--- src/rtl/button_pkg.sv ---
// rtl/button_pkg.sv - shared FSM state type and default 12 MHz timing constants
//
// Purpose: common definitions for button_reader and its debounce sub-module.
// Ports: none (package).
package button_pkg;

  // Press-tracking FSM states.
  typedef enum logic [1:0] {
    IDLE = 2'd0,
    HELD = 2'd1,
    LONG = 2'd2
  } btn_state_t;

  // Default cycle counts for a 12 MHz system clock.
  localparam int unsigned DEF_DEBOUNCE_CYCLES = 120000;    // 10 ms
  localparam int unsigned DEF_LONG_CYCLES     = 12000000;  // 1 s
  localparam int unsigned DEF_REPEAT_CYCLES   = 2400000;   // 200 ms

endpackage

--- src/rtl/debounce.sv ---
// rtl/debounce.sv - two-flop synchroniser and counter debouncer for an active-low pin
//
// Purpose: brings the raw active-low input into the clk domain and only accepts
// a level change once it has been stable for DEBOUNCE_CYCLES consecutive cycles.
// Ports:
//   clk   in  system clock
//   nRst  in  asynchronous active-low reset
//   nIn   in  raw input, asynchronous, low = active
//   level out debounced level, 1 = active
//   rise  out one-cycle pulse, coincident with level going 1
//   fall  out one-cycle pulse, coincident with level going 0
module debounce
  import button_pkg::*;
#(
  parameter int unsigned DEBOUNCE_CYCLES = DEF_DEBOUNCE_CYCLES
) (
  input  logic clk,
  input  logic nRst,
  input  logic nIn,
  output logic level,
  output logic rise,
  output logic fall
);

  localparam int unsigned CW = $clog2(DEBOUNCE_CYCLES + 1);
  // The toggle happens on the edge that would take the count to
  // DEBOUNCE_CYCLES, so the stable run spans exactly DEBOUNCE_CYCLES samples.
  localparam logic [CW-1:0] CNT_LAST = CW'(DEBOUNCE_CYCLES - 1);

  logic          r_sync1;
  logic          r_sync2;
  logic [CW-1:0] r_cnt;
  logic          r_level;
  logic          r_rise;
  logic          r_fall;
  logic          w_btn_s;

  // Synchronised and inverted: 1 = active.
  assign w_btn_s = ~r_sync2;

  always_ff @(posedge clk or negedge nRst) begin
    if (!nRst) begin
      r_sync1 <= 1'b1;
      r_sync2 <= 1'b1;
      r_cnt   <= '0;
      r_level <= 1'b0;
      r_rise  <= 1'b0;
      r_fall  <= 1'b0;
    end else begin
      r_sync1 <= nIn;
      r_sync2 <= r_sync1;
      r_rise  <= 1'b0;
      r_fall  <= 1'b0;
      if (w_btn_s == r_level) begin
        // Agreement (including any bounce back) restarts the stability window.
        r_cnt <= '0;
      end else if (r_cnt == CNT_LAST) begin
        r_cnt   <= '0;
        r_level <= w_btn_s;
        r_rise  <= w_btn_s;
        r_fall  <= ~w_btn_s;
      end else begin
        r_cnt <= r_cnt + CW'(1);
      end
    end
  end

  assign level = r_level;
  assign rise  = r_rise;
  assign fall  = r_fall;

endmodule

--- src/rtl/button_reader.sv ---
// rtl/button_reader.sv - debounced pushbutton reader with press/release/short/long/repeat events
//
// Purpose: turns the raw active-low button pin into a clean level plus
// single-cycle event pulses for user-interface logic.
// Optional feature macro: BUTTON_REPEAT_EN (auto-repeat while long-held).
// Ports:
//   clk          in  system clock
//   nRst         in  asynchronous active-low reset
//   nBTN         in  raw button pin, asynchronous, low = pressed
//   pressed      out debounced level, 1 = held
//   pressPulse   out one-cycle pulse on debounced press
//   releasePulse out one-cycle pulse on debounced release
//   shortPress   out one-cycle pulse on release with no long press declared
//   longPress    out one-cycle pulse when the hold reaches LONG_CYCLES
//   repeatPulse  out one-cycle auto-repeat pulse (0 without BUTTON_REPEAT_EN)
module button_reader
  import button_pkg::*;
#(
  parameter int unsigned DEBOUNCE_CYCLES = DEF_DEBOUNCE_CYCLES,
  parameter int unsigned LONG_CYCLES     = DEF_LONG_CYCLES,
  parameter int unsigned REPEAT_CYCLES   = DEF_REPEAT_CYCLES
) (
  input  logic clk,
  input  logic nRst,
  input  logic nBTN,
  output logic pressed,
  output logic pressPulse,
  output logic releasePulse,
  output logic shortPress,
  output logic longPress,
  output logic repeatPulse
);

  if (DEBOUNCE_CYCLES < 1) begin : g_bad_debounce
    $error("DEBOUNCE_CYCLES must be >= 1");
  end
  if (LONG_CYCLES < 1) begin : g_bad_long
    $error("LONG_CYCLES must be >= 1");
  end
  if (REPEAT_CYCLES < 1) begin : g_bad_repeat
    $error("REPEAT_CYCLES must be >= 1");
  end

  localparam int unsigned HW = $clog2(LONG_CYCLES + 1);
  localparam logic [HW-1:0] HOLD_LAST = HW'(LONG_CYCLES - 1);
  localparam logic [HW-1:0] HOLD_MAX  = HW'(LONG_CYCLES);

  logic          w_level;
  logic          w_rise;
  logic          w_fall;

  btn_state_t    r_state;
  btn_state_t    w_state_nxt;
  logic [HW-1:0] r_hold;

  logic          w_press_nxt;
  logic          w_release_nxt;
  logic          w_short_nxt;
  logic          w_long_nxt;

  logic          r_pressed;
  logic          r_press_pulse;
  logic          r_release_pulse;
  logic          r_short_press;
  logic          r_long_press;

  debounce #(
    .DEBOUNCE_CYCLES(DEBOUNCE_CYCLES)
  ) u_debounce (
    .clk  (clk),
    .nRst (nRst),
    .nIn  (nBTN),
    .level(w_level),
    .rise (w_rise),
    .fall (w_fall)
  );

  // State register plus registered outputs.
  always_ff @(posedge clk or negedge nRst) begin
    if (!nRst) begin
      r_state         <= IDLE;
      r_pressed       <= 1'b0;
      r_press_pulse   <= 1'b0;
      r_release_pulse <= 1'b0;
      r_short_press   <= 1'b0;
      r_long_press    <= 1'b0;
    end else begin
      r_state         <= w_state_nxt;
      r_pressed       <= w_level;
      r_press_pulse   <= w_press_nxt;
      r_release_pulse <= w_release_nxt;
      r_short_press   <= w_short_nxt;
      r_long_press    <= w_long_nxt;
    end
  end

  // Next-state logic. A release always wins over the long-press threshold.
  always_comb begin
    w_state_nxt = r_state;
    case (r_state)
      IDLE: begin
        if (w_rise) w_state_nxt = HELD;
      end
      HELD: begin
        if (w_fall)                  w_state_nxt = IDLE;
        else if (r_hold == HOLD_LAST) w_state_nxt = LONG;
      end
      LONG: begin
        if (w_fall) w_state_nxt = IDLE;
      end
      default: w_state_nxt = IDLE;
    endcase
  end

  // Event decode from the transition being taken this cycle.
  always_comb begin
    w_press_nxt   = (r_state == IDLE) && (w_state_nxt == HELD);
    w_release_nxt = (r_state != IDLE) && (w_state_nxt == IDLE);
    w_short_nxt   = (r_state == HELD) && (w_state_nxt == IDLE);
    w_long_nxt    = (r_state == HELD) && (w_state_nxt == LONG);
  end

  // Hold counter: zero in IDLE and on the press edge, counts in HELD,
  // saturates at LONG_CYCLES in LONG.
  always_ff @(posedge clk or negedge nRst) begin
    if (!nRst) begin
      r_hold <= '0;
    end else if (r_state == IDLE || w_state_nxt == IDLE) begin
      r_hold <= '0;
    end else if (r_hold != HOLD_MAX) begin
      r_hold <= r_hold + HW'(1);
    end
  end

`ifdef BUTTON_REPEAT_EN
  localparam int unsigned RW = $clog2(REPEAT_CYCLES + 1);
  localparam logic [RW-1:0] REP_LAST = RW'(REPEAT_CYCLES - 1);

  logic [RW-1:0] r_rep_cnt;
  logic          r_repeat;
  logic          w_rep_hit;

  // Only counts while staying in LONG; the entry cycle leaves it at 0 so the
  // first repeat lands REPEAT_CYCLES after longPress.
  assign w_rep_hit = (r_state == LONG) && (w_state_nxt == LONG) &&
                     (r_rep_cnt == REP_LAST);

  always_ff @(posedge clk or negedge nRst) begin
    if (!nRst) begin
      r_rep_cnt <= '0;
      r_repeat  <= 1'b0;
    end else begin
      r_repeat <= w_rep_hit;
      if (r_state != LONG || w_state_nxt != LONG || w_rep_hit) begin
        r_rep_cnt <= '0;
      end else begin
        r_rep_cnt <= r_rep_cnt + RW'(1);
      end
    end
  end

  assign repeatPulse = r_repeat;
`else
  assign repeatPulse = 1'b0;
`endif

  assign pressed      = r_pressed;
  assign pressPulse   = r_press_pulse;
  assign releasePulse = r_release_pulse;
  assign shortPress   = r_short_press;
  assign longPress    = r_long_press;

endmodule

--- config.mk ---
export PLATFORM = sky130hd
export DESIGN_NAME = button_reader
export DESIGN_NICKNAME = d
export VERILOG_FILES = /design/src/rtl/button_pkg.sv /design/src/rtl/debounce.sv /design/src/rtl/button_reader.sv
export SDC_FILE = /design/constraint.sdc
export NUM_CORES = 1
export LEC_CHECK = 0
export ABC_CLOCK_PERIOD_IN_PS = 2500
export BUFFER_PORTS_ARGS = -buffer_cell sky130_fd_sc_hd__clkbuf_2
export CORE_MARGIN = 2
export CORE_UTILIZATION = 55
export DETAILED_ROUTE_END_ITERATION = 12
export PLACE_DENSITY = 0.76
export SETUP_SLACK_MARGIN = 0.15
export SLEW_MARGIN = 20
export SYNTH_ARGS = -nofsm -noshare
export SYNTH_HDL_FRONTEND = slang
export SYNTH_SLANG_ARGS = --single-unit
--- constraint.sdc ---
create_clock -name clk -period 2.5 [get_ports clk]
set_clock_uncertainty 0.1 [all_clocks]
set_input_delay 0.375 -clock clk [delete_from_list [all_inputs] [get_ports clk]]
set_output_delay 0.375 -clock clk [all_outputs]
set_load 0.03 [all_outputs]
==> results of run 1 <==
[final timing paths]
path,slack (ns),end,depth (start not counted),start
max in group asynchronous,1.21,u_debounce.r_sync1$_DFF_PN1_,3,nRst
setup / recovery,0.27,r_hold[2]$_DFFE_PN0P_,4,r_hold[10]$_DFFE_PN0P_
hold reg to reg,0.26,u_debounce.r_sync2$_DFF_PN1_,0,u_debounce.r_sync1$_DFF_PN1_
setup reg to reg,0.27,r_hold[2]$_DFFE_PN0P_,4,r_hold[10]$_DFFE_PN0P_
min in group asynchronous,0.42,r_hold[1]$_DFFE_PN0P_,2,nRst
hold / removal,0.03,u_debounce.r_sync1$_DFF_PN1_,1,nBTN
[metal layers]
layer	vias to the layer above	track usage	share of wire
met4	0	0.123	0.032
met3	13	0.0412	0.038
li1	981	-	-
met1	966	0.263	0.44
met2	47	0.344	0.49
met5	-	0	0
[area by class of cell]
type	count	area share
multi-input combinational	191	0.427
clock inverter	3	0.0166
clock buffer	5	0.0240
inverter	12	0.0157
tap	54	0.0236
timing repair buffer	13	0.0288
sequential	53	0.464
[power by group through the flow]
stage          Sequential, mW  Clock (mW)  Combinational (mW)
2_1_floorplan           0.885           0              0.0143
3_3_place_gp            0.885           0              0.0375
3_5_place_dp            0.886           0              0.0380
4_1_cts                 0.869       0.618              0.0394
5_1_grt                 0.870       0.655              0.0449
6_report                0.869       0.602              0.0380
[critical path, cell delays in order (launching register included)]
cell and delay, ns:
dfrtp_1 0.43, or4b_1 0.56, or4_4 0.60, o21ai_0 0.24
mux2i_1 0.22
[through the flow]
| step | total power, mW | area, um^2 | setup WS [ns] | hold WS (ns) |
|---|---|---|---|---|
| after floorplan | 0.899 | 2650 | 0.418 | -0.0206 |
| after global placement | 0.923 | 2740 | 0.352 | 0.225 |
| after detailed placement | 0.924 | 2740 | 0.301 | 0.225 |
| after CTS | 1.53 | 2860 | 0.281 | 0.0221 |
| after global routing | 1.57 | 2860 | 0.186 | 0.00468 |
| final | 1.51 | 2860 | 0.275 | 0.0327 |
[cells in the mapped netlist (all sizes together) (4+ instances only)]
cell type   n  area share
a21oi      13       0.025
and3        4      0.0099
and4        5       0.017
clkbuf      8       0.012
dfrtp      51        0.48
inv        12       0.017
nand2      14       0.020
nand3      19       0.036
nand4      15       0.035
nor2       29       0.041
nor3        7       0.013
nor4        8       0.025
o21ai       8       0.015
o31ai       4       0.011
o41ai       4       0.013
or3         6       0.014
or4         8       0.024
xnor2      15       0.050
xor2       11       0.036
[cell families after synthesis]
family          after synthesis
flops                        53
xor+xnor                     26
compound gates               31
buf+inv                      23
mux                           2
fa+ha+maj                     4
simple gates                127
other cells                   1
[what timing repair did]
item / 4_1_cts / 5_1_grt
hold endpoints to repair: 15 / 0
setup endpoints to repair: 0 / 0
hold buffers: 1 / 0
buffers inserted: 0 / 0
==> summary.txt, run 1 <==
Global routing
  • Initial antenna violation count: 0
  • Pin count of the biggest net entering global routing: 23
  • GRT Residual Overflow: 0
  • Global Route Usage Sum: 0.212
  • Vias in the first global route: about 2000
  • First-pass GRT wire length: 8710 um

STA
  • Final clock period utilization by the worst path: 0.890
  • Final setup vio count: 0
  • Max Fclk: roughly 0.45 GHz
  • Post-Route Setup TNS: 0 ns
  • Final Hold Fails: 0
  • RSZ-0062 raised after global routing: false
  • Max-slew violation count: 0
  • Tmin final: approximately 2.2 ns

Pwr
  • Worst IR Drop VDD: around 410 uV
  • Sw frac: 0.218
  • Net Sw Power: about 330 uW
  • Clock share of power: 0.399
  • Pwr per Cell Area: 527 nW/um^2
  • Combinational Power Share: 0.025
  • Internal Power: 1.18 mW
  • Cell leakage power: approximately 1.1 nW
  • Seq pwr share: 0.576

Yosys
  • Mapped Area: 2650 um^2
  • Simple-Gate Fraction of Synth Area: 0.279
  • FFs w/ async S/R, synth: 1.00
  • Main combinational cell family by area after synthesis: simple AND/OR/NAND/NOR gates
  • Syn avg cell area: around 9.9 um^2
  • Netlist cell types: between 40 and 50
  • Post-synthesis adder-cell area fraction: 0.0180
  • EDFF count, synth: 0
  • Mapped Nets: about 270
  • Post-synthesis sequential area ratio: 0.502
  • Compound-gate portion of the synthesized area: 0.0700
  • Yosys warns: 0
  • XOR/XNOR Fraction of Synth Area: 0.0861
  • Main flop type after synthesis: dfrtp_1
  • Post-synthesis cell count: between 200 and 300
  • Number of synthesized register bits: between 50 and 60
  • Post-synthesis mux area share: 0.00757

Layout
  • Largest regs: r_hold: 24 flops, u_debounce.r_cnt: 17 flops, r_state: 2 flops
  • Ant. Diodes: 0
  • Largest register FFs: 24
  • Multi-input gate area: between 1000 and 1500 um^2
  • Synthesis-to-layout area growth: 8.23%
  • FF/Latch Area: 1330 um^2
  • Top reg by flops: r_hold
  • Share of cells above drive strength 1: 0.0975
  • Leading cell type in the layout, fill and taps excluded: dfrtp_1
  • Most frequent cells in the layout: 51 x dfrtp_1, 29 x nor2_1, 19 x nand3_1
  • Fin nets: around 280
  • Finished Layout Cells: 331
  • Layout fillers: around 390
  • Final Core Density: 0.610

Worst setup path
  • Crit Path Category: reg2reg
  • Critical path arrival: ~2.4 ns
  • CP Max Fanout: 5
  • Crit start category: flop
  • Req. time, crit path: around 2.6 ns
  • Crit end category: flop

Placement
  • Dpl cells: ~320
  • Buffers on Ports: 7
  • Routability cong.: ~0.90
  • Post-detail-place hpwl: between 3000 and 4000 um

Routing
  • DR vias: around 2000
  • Routed length per instance: 15.0 um
  • Antenna-violating nets left: 0
  • DRT iter0 DRCs: 149
  • Drt pass-1 iters: 4
  • Number of vias per cell: ~6.1
  • DRC viols: 0
  • Final WL: roughly 5000 um

Clocking
  • Resize count post-CTS: 0
  • Clk buf depth: 2
  • CTS tree: built
  • CTS root buf: clkbuf_8
  • Clock Sinks: 53
  • Clock transition at the registers of the reported paths: around 0.10 ns
  • CTS buffer count: 5
  • Clk_lat worst skew: 0.31 ns
  • H-tree depth: 2

Die
  • Starting Density: 0.564
  • Full die area: 5380 um^2
  • I/O pin count: 9
  • Core area: 4690 um^2
  • Die Wd: 73.4 um
  • Cell Rows: 25
  • Die Span Y: 73.4 um

Worst hold path
  • Hold Crit Class: in2reg

Flow run
  • Max-cap violations: 0

Run status
  • Status: complete, no violations
Power figures use the tool's default switching activity.
==> inputs of run 2 (changes only) <==
- CAP_MARGIN: unset -> 40
- PLACE_DENSITY: 0.76 -> 0.72
- RECOVER_POWER: unset -> 25
==> summary.txt, run 2 (same netlist as run 1, synthesis figures left out) <==
STA
  • Final Hold Fails: 0
  • Max Fclk: roughly 0.44 GHz
  • Final setup vio count: 0
  • Worst Max-Slew Pin Slew: between 1 and 1.5 ns
  • Post-route setup slack: about 0.22 ns
  • Final clock period utilization by the worst path: 0.911
  • Tmin final: between 2 and 2.5 ns
  • RSZ-0062 raised after global routing: false
  • Max-slew violation count: 0
  • Normalized max-slew margin: 0.162
  • Worst Hold Slack: approximately 0.033 ns
  • Post-Route Setup TNS: 0 ns

Layout
  • Ant. Diodes: 0
  • Leading cell type in the layout, fill and taps excluded: dfrtp_1
  • Top reg by flops: r_hold
  • Finished Layout Cells: ~330
  • Synthesis-to-layout area growth: 6.34%
  • Fin nets: about 280
  • Final Core Density: 0.600
  • Most frequent cells in the layout: 51 x dfrtp_1, 29 x nor2_1, 19 x nand3_1
  • Multi-input gate area: about 1200 um^2
  • Largest regs: r_hold: 24 flops, u_debounce.r_cnt: 17 flops, r_state: 2 flops
  • Share of cells above drive strength 1: 0.0912
  • Largest register FFs: 24
  • Post-route cell area: around 2800 um^2
  • Layout fillers: 387
  • FF/Latch Area: 1330 um^2

Pwr
  • Worst IR Drop VDD: around 280 uV
  • Tot Pwr: roughly 1.4 mW
  • Cell leakage power: ~1.1 nW
  • Pwr per Cell Area: 497 nW/um^2

Worst setup path
  • Crit end category: flop
  • Req. time, crit path: between 2 and 3 ns
  • CP Max Fanout: 5
  • Crit Path Category: reg2reg
  • R2R depth: 4
  • Crit start category: flop
  • R2r setup slk: 0.22 ns
  • Critical path arrival: approximately 2.4 ns

Placement
  • Post-Place Setup Slack: roughly 0.24 ns
  • Buffers on Ports: 7
  • Dpl cells: 320
  • Post-detail-place hpwl: approximately 3500 um
  • Placed standard-cell area: about 2700 um^2
  • Routability cong.: around 0.85

Run status
  • Status: complete, no violations

Die
  • Die Span Y: approximately 73 um
  • Cell Rows: 25
  • Die Wd: about 73 um
  • Core area: around 4700 um^2
  • Starting Density: 0.564
  • Full die area: between 5000 and 6000 um^2
  • I/O pin count: 9

Clocking
  • Hold Buf Count CTS: 0
  • Clk_lat worst skew: about 0.31 ns
  • H-tree depth: 2
  • Clock transition at the registers of the reported paths: 0.10 ns
  • CTS root buf: clkbuf_8
  • Clock Sinks: 53
  • Clk buf depth: 2
  • Post CTS Setup Buffer Count: 0
  • CTS tree: built
  • CTS buffer count: 5
  • Resize count post-CTS: 0

Routing
  • DRT iter0 DRCs: between 150 and 200
  • Final WL: approximately 4900 um
  • Number of vias per cell: roughly 6.1
  • Routed length per instance: about 15 um
  • DRC viols: 0
  • DR vias: approximately 2000
  • Antenna-violating nets left: 0
  • Drt pass-1 iters: 4

Flow run
  • Max-cap violations: 0

Global routing
  • Vias in the first global route: around 1800
  • Global Route Usage Sum: 0.204
  • GRT Residual Overflow: 0
  • Pin count of the biggest net entering global routing: between 50 and 60
  • Initial antenna violation count: 0
  • First-pass GRT wire length: between 8000 and 9000 um

Worst hold path
  • Hold Crit Class: in2reg
  • Hold path cells: 1
run 2: cell count changes in the layout (fill, tap and decap cells not counted):
| cell | delta |
|---|---|
| dlygate4sd3_1 | -1 |
| bufinv_16 | -1 |
| inv_6 | -1 |
| clkbuf_2 | +1 |
| buf_4 | -3 |
| clkinv_4 | +1 |
| clkinvlp_4 | +1 |
run 2: layer usage:
| metal | routed length (um) | track usage |
|---|---|---|
| met5 | 0 | 0 |
| met2 | 2250 | 0.310 |
| met3 | 142 | 0.0412 |
| met4 | 36 | 0.0424 |
| met1 | 2510 | 0.304 |
run 2: worst paths after layout:
kind,start,to
min reg2reg,u_debounce.r_sync1$_DFF_PN1_,u_debounce.r_sync2$_DFF_PN1_
max reg2reg,r_hold[10]$_DFFE_PN0P_,r_hold[2]$_DFFE_PN0P_
min,nBTN,u_debounce.r_sync1$_DFF_PN1_
max,r_hold[10]$_DFFE_PN0P_,r_hold[2]$_DFFE_PN0P_
max in group asynchronous,nRst,r_hold[15]$_DFFE_PN0P_
min in group asynchronous,nRst,u_debounce.fall$_DFF_PN0_
run 2: where the power goes:
group	total [mW]	switching (mW)	internal [mW]
Sequential	0.869	0.00558	0.864
Clock	0.496	0.293	0.203
Combinational	0.0342	0.0268	0.00739
run 2: worst max-delay path: stages (launching register included):
cell and delay, ns:
dfrtp_1 0.43, or4b_1 0.56, or4_4 0.60, o21ai_0 0.30, mux2i_1 0.22
run 2: area by class of cell:
class | count | share of cell area
Sequential cell | 53 | 0.472
Multi-Input combinational cell | 191 | 0.435
Clock buffer | 5 | 0.0245
Tap cell | 54 | 0.0240
Timing Repair Buffer | 10 | 0.0196
Inverter | 12 | 0.0160
Clock inverter | 3 | 0.00889
